[config.mk]
export PLATFORM = sky130hd
export DESIGN_NAME = dcache_refill_ctrl
export DESIGN_NICKNAME = d
export VERILOG_FILES = /design/src/rtl/dcache_refill_ctrl_pkg.sv /design/src/rtl/dcache_refill_ctrl_line_buf.sv /design/src/rtl/dcache_refill_ctrl.sv
export SDC_FILE = /design/constraint.sdc
export NUM_CORES = 1
export LEC_CHECK = 0
export CAP_MARGIN = 20
export CORE_MARGIN = 4
export CORE_UTILIZATION = 45
export CTS_CLUSTER_DIAMETER = 60
export DETAILED_ROUTE_END_ITERATION = 12
export PLACE_DENSITY = 0.86
export SLEW_MARGIN = 20
export SYNTH_ARGS = -nofsm -noshare
export SYNTH_HDL_FRONTEND = slang
export SYNTH_SLANG_ARGS = --single-unit
[constraint.sdc]
create_clock -name clk -period 3.61 [get_ports clk]
set_input_delay 0.722 -clock clk [delete_from_list [all_inputs] [get_ports clk]]
set_output_delay 0.722 -clock clk [all_outputs]
set_load 0.005 [all_outputs]
[src/rtl/dcache_refill_ctrl_pkg.sv]
// dcache_refill_ctrl_pkg: shared types and line geometry for the dcache miss handler.
//   state_t     controller FSM states
//   miss_req_t  request fields latched at acceptance
//   cache_tag_t tag entry layout {tag[19:0], v, d}
package dcache_refill_ctrl_pkg;

    localparam int WAY_NUM        = 2;
    localparam int WORDS_PER_LINE = 4;
    localparam int TAG_W          = 22;
    localparam int IDX_LOW        = 4;

    typedef enum logic [3:0] {
        IDLE, WB_RD, WB_REQ, WB_DATA, WB_RESP, RF_REQ, RF_DATA, RF_TAG, DONE
    } state_t;

    typedef struct packed {
        logic [31-IDX_LOW:0] line;
        logic [1:0]          word;
        logic [WAY_NUM-1:0]  way;
        logic [31-IDX_LOW:0] victim_line;
        logic [3:0]          strb;
        logic [31:0]         wdata;
    } miss_req_t;

    typedef struct packed {
        logic [19:0] tag;
        logic        v;
        logic        d;
    } cache_tag_t;

    function automatic logic [31:0] merge_store(input logic [31:0] beat, input logic [31:0] wdata,
                                                input logic [3:0] strb);
        return {strb[3] ? wdata[31:24] : beat[31:24],
                strb[2] ? wdata[23:16] : beat[23:16],
                strb[1] ? wdata[15:8]  : beat[15:8],
                strb[0] ? wdata[7:0]   : beat[7:0]};
    endfunction

    function automatic cache_tag_t make_tag(input logic [19:0] tag, input logic d);
        return '{tag: tag, v: 1'b1, d: d};
    endfunction

endpackage

[src/rtl/dcache_refill_ctrl_line_buf.sv]
// line_buf: one cache line of 32-bit words with a write port and an indexed read port.
//   clk, rst_n     clock, async active-low reset (clears contents)
//   we/waddr/wdata word write
//   raddr/rdata    combinational word read
module line_buf
    import dcache_refill_ctrl_pkg::*;
(
    input  logic        clk,
    input  logic        rst_n,
    input  logic        we,
    input  logic [1:0]  waddr,
    input  logic [31:0] wdata,
    input  logic [1:0]  raddr,
    output logic [31:0] rdata
);
    logic [WORDS_PER_LINE-1:0][31:0] mem;

    always_ff @(posedge clk or negedge rst_n) begin
        if (!rst_n)
            mem <= '0;
        else if (we)
            mem[waddr] <= wdata;
    end

    assign rdata = mem[raddr];
endmodule

[src/rtl/dcache_refill_ctrl.sv]
// dcache_refill_ctrl: commit-side miss handler; writes back a dirty victim, refills the line, installs it.
//   miss_*        commit miss request (valid/ready), completion via done_valid/done_rdata
//   c_*           dcache port-1 tag/data write and read (c_rdata one-cycle latency)
//   rd_*          burst read bus (request handshake, beats never stalled)
//   wr_*          burst write bus (request, beat handshake, response)
module dcache_refill_ctrl
    import dcache_refill_ctrl_pkg::*;
(
    input  logic               clk,
    input  logic               rst_n,
    input  logic               miss_valid,
    output logic               miss_ready,
    input  logic [31:0]        miss_paddr,
    input  logic [WAY_NUM-1:0] miss_way,
    input  logic               miss_dirty,
    input  logic [31:0]        miss_victim_addr,
    input  logic [3:0]         miss_strb,
    input  logic [31:0]        miss_wdata,
    output logic               done_valid,
    output logic [31:0]        done_rdata,
    output logic [31:0]        c_addr,
    output logic [WAY_NUM-1:0] c_way,
    output logic               c_tag_we,
    output logic [TAG_W-1:0]   c_tag_data,
    output logic [3:0]         c_strb,
    output logic [31:0]        c_wdata,
    input  logic [31:0]        c_rdata,
    output logic               rd_req_valid,
    input  logic               rd_req_ready,
    output logic [31:0]        rd_addr,
    input  logic               rd_valid,
    input  logic [31:0]        rd_data,
    input  logic               rd_last,
    output logic               wr_req_valid,
    input  logic               wr_req_ready,
    output logic [31:0]        wr_addr,
    output logic               wr_valid,
    input  logic               wr_ready,
    output logic [31:0]        wr_data,
    output logic               wr_last,
    input  logic               wr_resp_valid
);
    state_t     state;
    miss_req_t  req;
    logic [2:0] cnt;
    logic       wb_we;
    logic [1:0] wb_waddr;
    logic       unused_bits;

    // Offsets of both addresses are irrelevant: everything works on whole lines.
    assign unused_bits = ^{miss_paddr[IDX_LOW-3:0], miss_victim_addr[IDX_LOW-1:0]};

    // Reads issued at cnt=k return one cycle later, so word k lands while cnt=k+1.
    assign wb_we    = state == WB_RD && cnt != 3'd0;
    assign wb_waddr = cnt[1:0] - 2'd1;

    line_buf u_wb_buf (
        .clk   (clk),
        .rst_n (rst_n),
        .we    (wb_we),
        .waddr (wb_waddr),
        .wdata (c_rdata),
        .raddr (cnt[1:0]),
        .rdata (wr_data)
    );

    always_ff @(posedge clk or negedge rst_n) begin
        if (!rst_n) begin
            state      <= IDLE;
            req        <= '0;
            cnt        <= '0;
            done_rdata <= '0;
        end else begin
            case (state)
                IDLE: if (miss_valid) begin
                    req   <= '{line: miss_paddr[31:IDX_LOW], word: miss_paddr[3:2], way: miss_way,
                               victim_line: miss_victim_addr[31:IDX_LOW], strb: miss_strb,
                               wdata: miss_wdata};
                    cnt   <= '0;
                    state <= miss_dirty ? WB_RD : RF_REQ;
                end
                WB_RD: begin
                    cnt   <= cnt == 3'd4 ? 3'd0 : cnt + 3'd1;
                    state <= cnt == 3'd4 ? WB_REQ : WB_RD;
                end
                WB_REQ: if (wr_req_ready) state <= WB_DATA;
                WB_DATA: if (wr_ready) begin
                    cnt   <= cnt == 3'd3 ? 3'd0 : cnt + 3'd1;
                    state <= cnt == 3'd3 ? WB_RESP : WB_DATA;
                end
                WB_RESP: if (wr_resp_valid) state <= RF_REQ;
                RF_REQ: if (rd_req_ready) state <= RF_DATA;
                RF_DATA: if (rd_valid) begin
                    if (cnt[1:0] == req.word)
                        done_rdata <= rd_data;
                    // A missing or early rd_last still ends the burst after four beats.
                    cnt   <= (rd_last || cnt == 3'd3) ? 3'd0 : cnt + 3'd1;
                    state <= (rd_last || cnt == 3'd3) ? RF_TAG : RF_DATA;
                end
                RF_TAG: state <= DONE;
                DONE: state <= IDLE;
                default: state <= IDLE;
            endcase
        end
    end

    always_comb begin
        c_addr     = '0;
        c_way      = '0;
        c_tag_we   = 1'b0;
        c_tag_data = '0;
        c_strb     = '0;
        c_wdata    = '0;
        case (state)
            WB_RD: if (cnt != 3'd4) begin
                c_addr = {req.victim_line, cnt[1:0], 2'b00};
                c_way  = req.way;
            end
            RF_DATA: if (rd_valid) begin
                c_addr  = {req.line, cnt[1:0], 2'b00};
                c_way   = req.way;
                c_strb  = 4'hf;
                c_wdata = cnt[1:0] == req.word ? merge_store(rd_data, req.wdata, req.strb) : rd_data;
            end
            RF_TAG: begin
                c_addr     = {req.line, 4'b0000};
                c_way      = req.way;
                c_tag_we   = 1'b1;
                c_tag_data = make_tag(req.line[31-IDX_LOW:12-IDX_LOW], |req.strb);
            end
            default: ;
        endcase
    end

    assign miss_ready   = state == IDLE;
    assign done_valid   = state == DONE;
    assign wr_req_valid = state == WB_REQ;
    assign wr_addr      = {req.victim_line, 4'b0000};
    assign wr_valid     = state == WB_DATA;
    assign wr_last      = state == WB_DATA && cnt == 3'd3;
    assign rd_req_valid = state == RF_REQ;
    assign rd_addr      = {req.line, 4'b0000};
endmodule

After elaboration in Yosys (flattened, before gate mapping)
Index checks and enable logic that the tools add are counted.

cells by class
  reduce and logical (&&, ||, !) cells = 12
  mux-type cells = 40
  $add $sub $neg = 2
  equal/unequal tests = 18
  magnitude comparators = 3

operator list
  operator              number
  $mux W32              7
  $bwmux W128           1
  $pmux W32 S3          1
  $bmux W32 S2          1
  $demux W32 S2         1
  $mux W4               8
  $mux W8               4
  $pmux W4 S8           1
  $mux W3               8
  $mux W22              1
  $eq A4 B3 Y1 const B  4
  $pmux W3 S4           1
  $eq A4 B2 Y1 const B  2
  $lt A2 B3 Y1 const B  2
  $mux W2               3
  $ne A2 B1 Y1 const B  3
  $ne A2 B2 Y1 const B  3
  $pmux W2 S3           1
  $reduce_and A6 Y1     1
  $eq A4 B1 Y1 const B  1
  $eq A4 B4 Y1 const B  1
  $logic_not A4 Y1      1
  $reduce_and A4 Y1     1
  $reduce_bool A4 Y1    1
  14 further kinds      17

word-level totals
  register bits = 263
  output and inout bits = 227
  logic and storage cells = 88

Depth between registers and ports, before layout
  depth after elaboration = 6
  mapped depth = 8

By module
Synthesis repeated with hierarchy kept, for this count alone.

second synthesis, totals
  cells, all modules = 876
  area total of the unflattened synthesis = 12426.9 µm²

modules (own cells, without submodules)
  module              cells an instance  times used  area an instance (µm²)
  dcache_refill_ctrl  565                1           6922.9
  line_buf            311                1           5504.0

Worst setup path before layout
OpenSTA, ideal clock, no wires.

  path kind = register to output
  start point = register cnt[1]
  end point = output port c_addr[11]
  setup slack = 0.832 ns
  data required time = 2.888 ns
  path buffers = 4
  stages on the path, launching flop included = 9
  arrival time = 2.056 ns
  cells stage by stage = dfrtp_1 > clkbuf_1 > buf_1 > inv_1 > ha_1 > a21oi_1 > buf_2 > buf_2 > a22o_1

between the ends
  cells in the longest elaborated chain, start to end = 3

ends and longest elaborated chain
  what                      line                       source
  start: declaration        dcache_refill_ctrl.sv:45   logic [2:0] cnt;
  start signal: assignment  dcache_refill_ctrl.sv:83   cnt <= cnt == 3'd4 ? 3'd0 : cnt + 3'd1;
  start signal: assignment  dcache_refill_ctrl.sv:88   cnt <= cnt == 3'd3 ? 3'd0 : cnt + 3'd1;
  start signal: assignment  dcache_refill_ctrl.sv:97   cnt <= (rd_last || cnt == 3'd3) ? 3'd0 : cnt + 3'd1;
  $ne A3 B3 Y1              dcache_refill_ctrl.sv:115  WB_RD: if (cnt != 3'd4) begin
  $mux W32                  dcache_refill_ctrl.sv:115
  $pmux W32 S3              dcache_refill_ctrl.sv:114  case (state)
  end: declaration          dcache_refill_ctrl.sv:21   output logic [31:0] c_addr,

No other way between the ends.

Worst setup path after layout
  start point = register state[1]
  end point = output port c_addr[4]

between the ends
  cells in the longest elaborated chain, start to end = 2
  elaborated cells on any way between the ends = 4

ends and longest elaborated chain
  what                                                 line                       source
  start: declaration                                   dcache_refill_ctrl.sv:43   state_t state;
  start signal: assignment                             dcache_refill_ctrl.sv:80   state <= miss_dirty ? WB_RD : RF_REQ;
  start signal: assignment                             dcache_refill_ctrl.sv:84   state <= cnt == 3'd4 ? WB_REQ : WB_RD;
  start signal: assignment                             dcache_refill_ctrl.sv:89   state <= cnt == 3'd3 ? WB_RESP : WB_DATA;
  $eq A4 B3 Y1 / $eq A4 B1 Y1 (equally long branches)  dcache_refill_ctrl.sv:114
  $pmux W32 S3 *                                       dcache_refill_ctrl.sv:114

Every way passes the cells marked *; elsewhere a longest branch is shown, timed or not.

==> flow_summary.yaml <==
run_status:
  status: "completed"
worst_setup_path:
  cp.arrival_ns: 2.74
  r2r-end: "done_rdata[3]"
  crit_buf_inv: 2
  reg2reg_slack_ns: 1.04
  worstSetupPathType: "reg -> out"
  end_kind: "primary output"
  cp-endpoint: "c_addr[4]"
  crit_start: "state[1]"
  r2r-start: "state[3]"
  path_delay_family: "buffers and inverters"
  r2r_cells: 8
  crit_slowest_cell: "or4b_4"
  max_stage_delay_ns: 0.60
  cp_max_fo: 24
  critPathLaunchType: "register"
  worstPathRequired_ns: 2.89
  path_cells: "or4b_4 > a21oi_2 > buf_6 > a22o_1 > clkdlybuf4s50_1"
  cp.depth: 5
global_routing:
  grt_pass1_vias: 9297
  overflow: 0
  grt_pass1_wl_um: 53700
  grt_max_degree: 96
  grt.total_usage: 0.220
  antenna_found_initial: 7
sta:
  fin_setup_tns_ns: 0
  clock_skew_ns: 0.0359
  worst_pin_slew_ns: 1.00
  fin_crit_ns: 3.47
  period_share: 0.960
  rsz0062_at_grt: "no"
  maxSlewViolCount: 0
  setup_viol: 0
  finalHoldViolations: 0
  max_freq_mhz: 289
  slew_headroom: 0.330
final_layout:
  nets: 1404
  drive_above_1_share: 0.310
  design_area_sq_um: 17500
  syn_to_final_growth_pct: 39.0
  final_util: 0.642
die:
  die_area_sq_um: 30700
  die_w_um: 175
  die_y_um: 175
  fp.coreArea_sq_um: 27300
  ioPinCount: 403
  placementRows: 60
  initial_utilization: 0.462
synth:
  synth_mux_area_frac: 0.319
  postSynth.asyncResetShare: 1.00
  synth_compound_area_frac: 0.0375
  synthCells: 890
  ys_ff_latch: 263
  yosys.cell_types.count: 49
  synthAdderAreaFrac: 0.00696
  synth_top_family_by_area: "multiplexers"
  synth_xor_area_frac: 0.00139
  synthFlopType: "dfrtp_1"
  synth_edf_count: 0
  ys_seq_area_frac: 0.523
  synth_simple_gate_area_share: 0.0435
  ys_warn_count: 0
  syn_avg_cell_area_sq_um: 14.1
  netlist_area_sq_um: 12600
route:
  wirelength_um: 35100
  via_per_inst: 5.27
  vias: 8549
  first_pass_iters: 5
  drc: 0
  wire_per_inst_um: 21.6
  first_iter_violations: 380
  ant_nets: 0
pwr:
  p_switching_w: 0.00394
  peakVddDrop_uv: 438
  p_leak_nw: 7.50
  clock_power_share: 0.241
  netSwitchingFraction: 0.296
  powerDensity_nw_per_um2: 760
  p_comb_frac: 0.409
  seq_power_share: 0.350
  intPower_w: 0.00937
cts:
  htreeDepth: 1
  root_buffer: "clkbuf_16"
  clk_latency_ns: 0.56
  ctsHoldBuffers: 0
  cts_sinks: 263
  numCtsBuffers: 30
  clk_path_buf_depth: 3
  tritoncts: "done"
  path_clk_slew_ns: 0.06
hold_path:
  min_path_type: "in -> async"
placed_design:
  dp_hpwl_um: 25100
  postPlaceCellArea_sq_um: 16400
  io_buffer_count: 386
  gp_congestion: 0.836
flow_run:
  cap_violations: 0
-- metal layers --
metal / share of wire / GRT usage
met5: 0.0012 / 0
met3: 0.077 / 0.0603
met2: 0.50 / 0.383
met4: 0.035 / 0.0723
met1: 0.38 / 0.266
-- synth_stat cells, types with 2 or more instances --
library cell / instances / area share
a211oi_1: 2 / 0.0012
a21oi_1: 10 / 0.0040
a22o_1: 30 / 0.021
a22oi_1: 2 / 0.0012
a31oi_1: 2 / 0.00099
and2_1: 25 / 0.012
and3_1: 4 / 0.0020
buf_1: 9 / 0.0027
buf_2: 17 / 0.0068
buf_4: 73 / 0.044
buf_6: 10 / 0.0089
clkbuf_1: 14 / 0.0042
dfrtp_1: 263 / 0.52
ha_1: 7 / 0.0070
inv_1: 9 / 0.0027
mux2_2: 246 / 0.22
mux2_4: 12 / 0.014
mux2i_1: 34 / 0.027
mux4_2: 32 / 0.057
nand2_1: 5 / 0.0015
nand2_2: 3 / 0.0015
nand3_1: 6 / 0.0024
nor2_1: 39 / 0.012
nor2b_1: 2 / 0.00099
nor4_1: 2 / 0.00099
nor4b_1: 3 / 0.0021
o21ai_0: 6 / 0.0024
xnor2_1: 2 / 0.0014
-- what timing repair did --
action,CTS,global route
hold endpoints to repair,0,0
setup endpoints to repair,30,66
resized for setup,0,9
buffers inserted,0,1
cloned,0,0
-- worst min-delay path by stage --
stage	slack, ns	endpoint	startpoint	cells past startpoint
final	0.19	u_wb_buf.mem[94]	rst_n	1
after global routing	0.24	u_wb_buf.mem[94]	rst_n	1
after CTS	0.22	u_wb_buf.mem[122]	rst_n	1
after detailed placement	0.49	u_wb_buf.mem[86]	u_wb_buf.mem[86]	1
after global placement	0.48	req[64]	req[64]	1
after floorplan	0.43	cnt[0]	rst_n	0
-- cell type report --
class / count / area (sq um)
tap: 372 / 465
clock buffer: 43 / 881
sequential: 263 / 6590
clock inverter: 13 / 181
multi-input combinational: 503 / 5210
antenna: 5 / 12.5
inverter: 9 / 33.8
timing repair buffer: 414 / 4130
fill: 2038 / 9750
-- registers in the layout, summed over array words and instances (netlist names) --
name          flops
u_wb_buf.mem    128
req              40
done_rdata       32
rd_addr          28
wr_addr          28
state             4
cnt               3
-- power groups by stage --
stage          clock network, W  registers [W]  logic, W
2_1_floorplan                 0        0.00444   0.00305
3_3_place_gp                  0        0.00463   0.00531
3_5_place_dp                  0        0.00469   0.00542
4_1_cts                 0.00328        0.00465   0.00545
5_1_grt                 0.00341        0.00477   0.00582
6_report                0.00321        0.00466   0.00545
-- metrics by stage --
step | hold slack [ns] | instances | setup WS, ns | total power, W
6_report | 0.192 | 1622 | 0.144 | 0.0133
5_1_grt | 0.238 | 1620 | 0.00299 | 0.0140
4_1_cts | 0.219 | 1616 | -0.142 | 0.0134
3_5_place_dp | 0.487 | 1560 | 0.235 | 0.0101
3_3_place_gp | 0.480 | 1560 | 0.276 | 0.00993
2_1_floorplan | 0.426 | 899 | 0.832 | 0.00749
-- cell usage in the layout, fill, tap and decap left out, drive strengths merged, types with 11 or more instances in the layout --
| master | count |
|---|---|
| and2 | 25 |
| a22o | 30 |
| dfrtp | 263 |
| a21oi | 11 |
| mux4 | 32 |
| nor2 | 40 |
| mux2 | 258 |
| mux2i | 34 |
| clkbuf | 43 |
| buf | 29 |
| clkdlybuf4s50 | 385 |
-- kinds of logic (layout without fill, tap and decap cells) --
family	Yosys count	after routing
muxes	324	324
DFF	263	263
buffers and inverters	133	479
and+or+nand+nor	99	99
AOI/OAI and AO/OA	61	61
adders and majority gates	7	7
xor gates and xnor gates	2	2
other	1	15
Note: power is estimated with default switching activity, not from simulation.
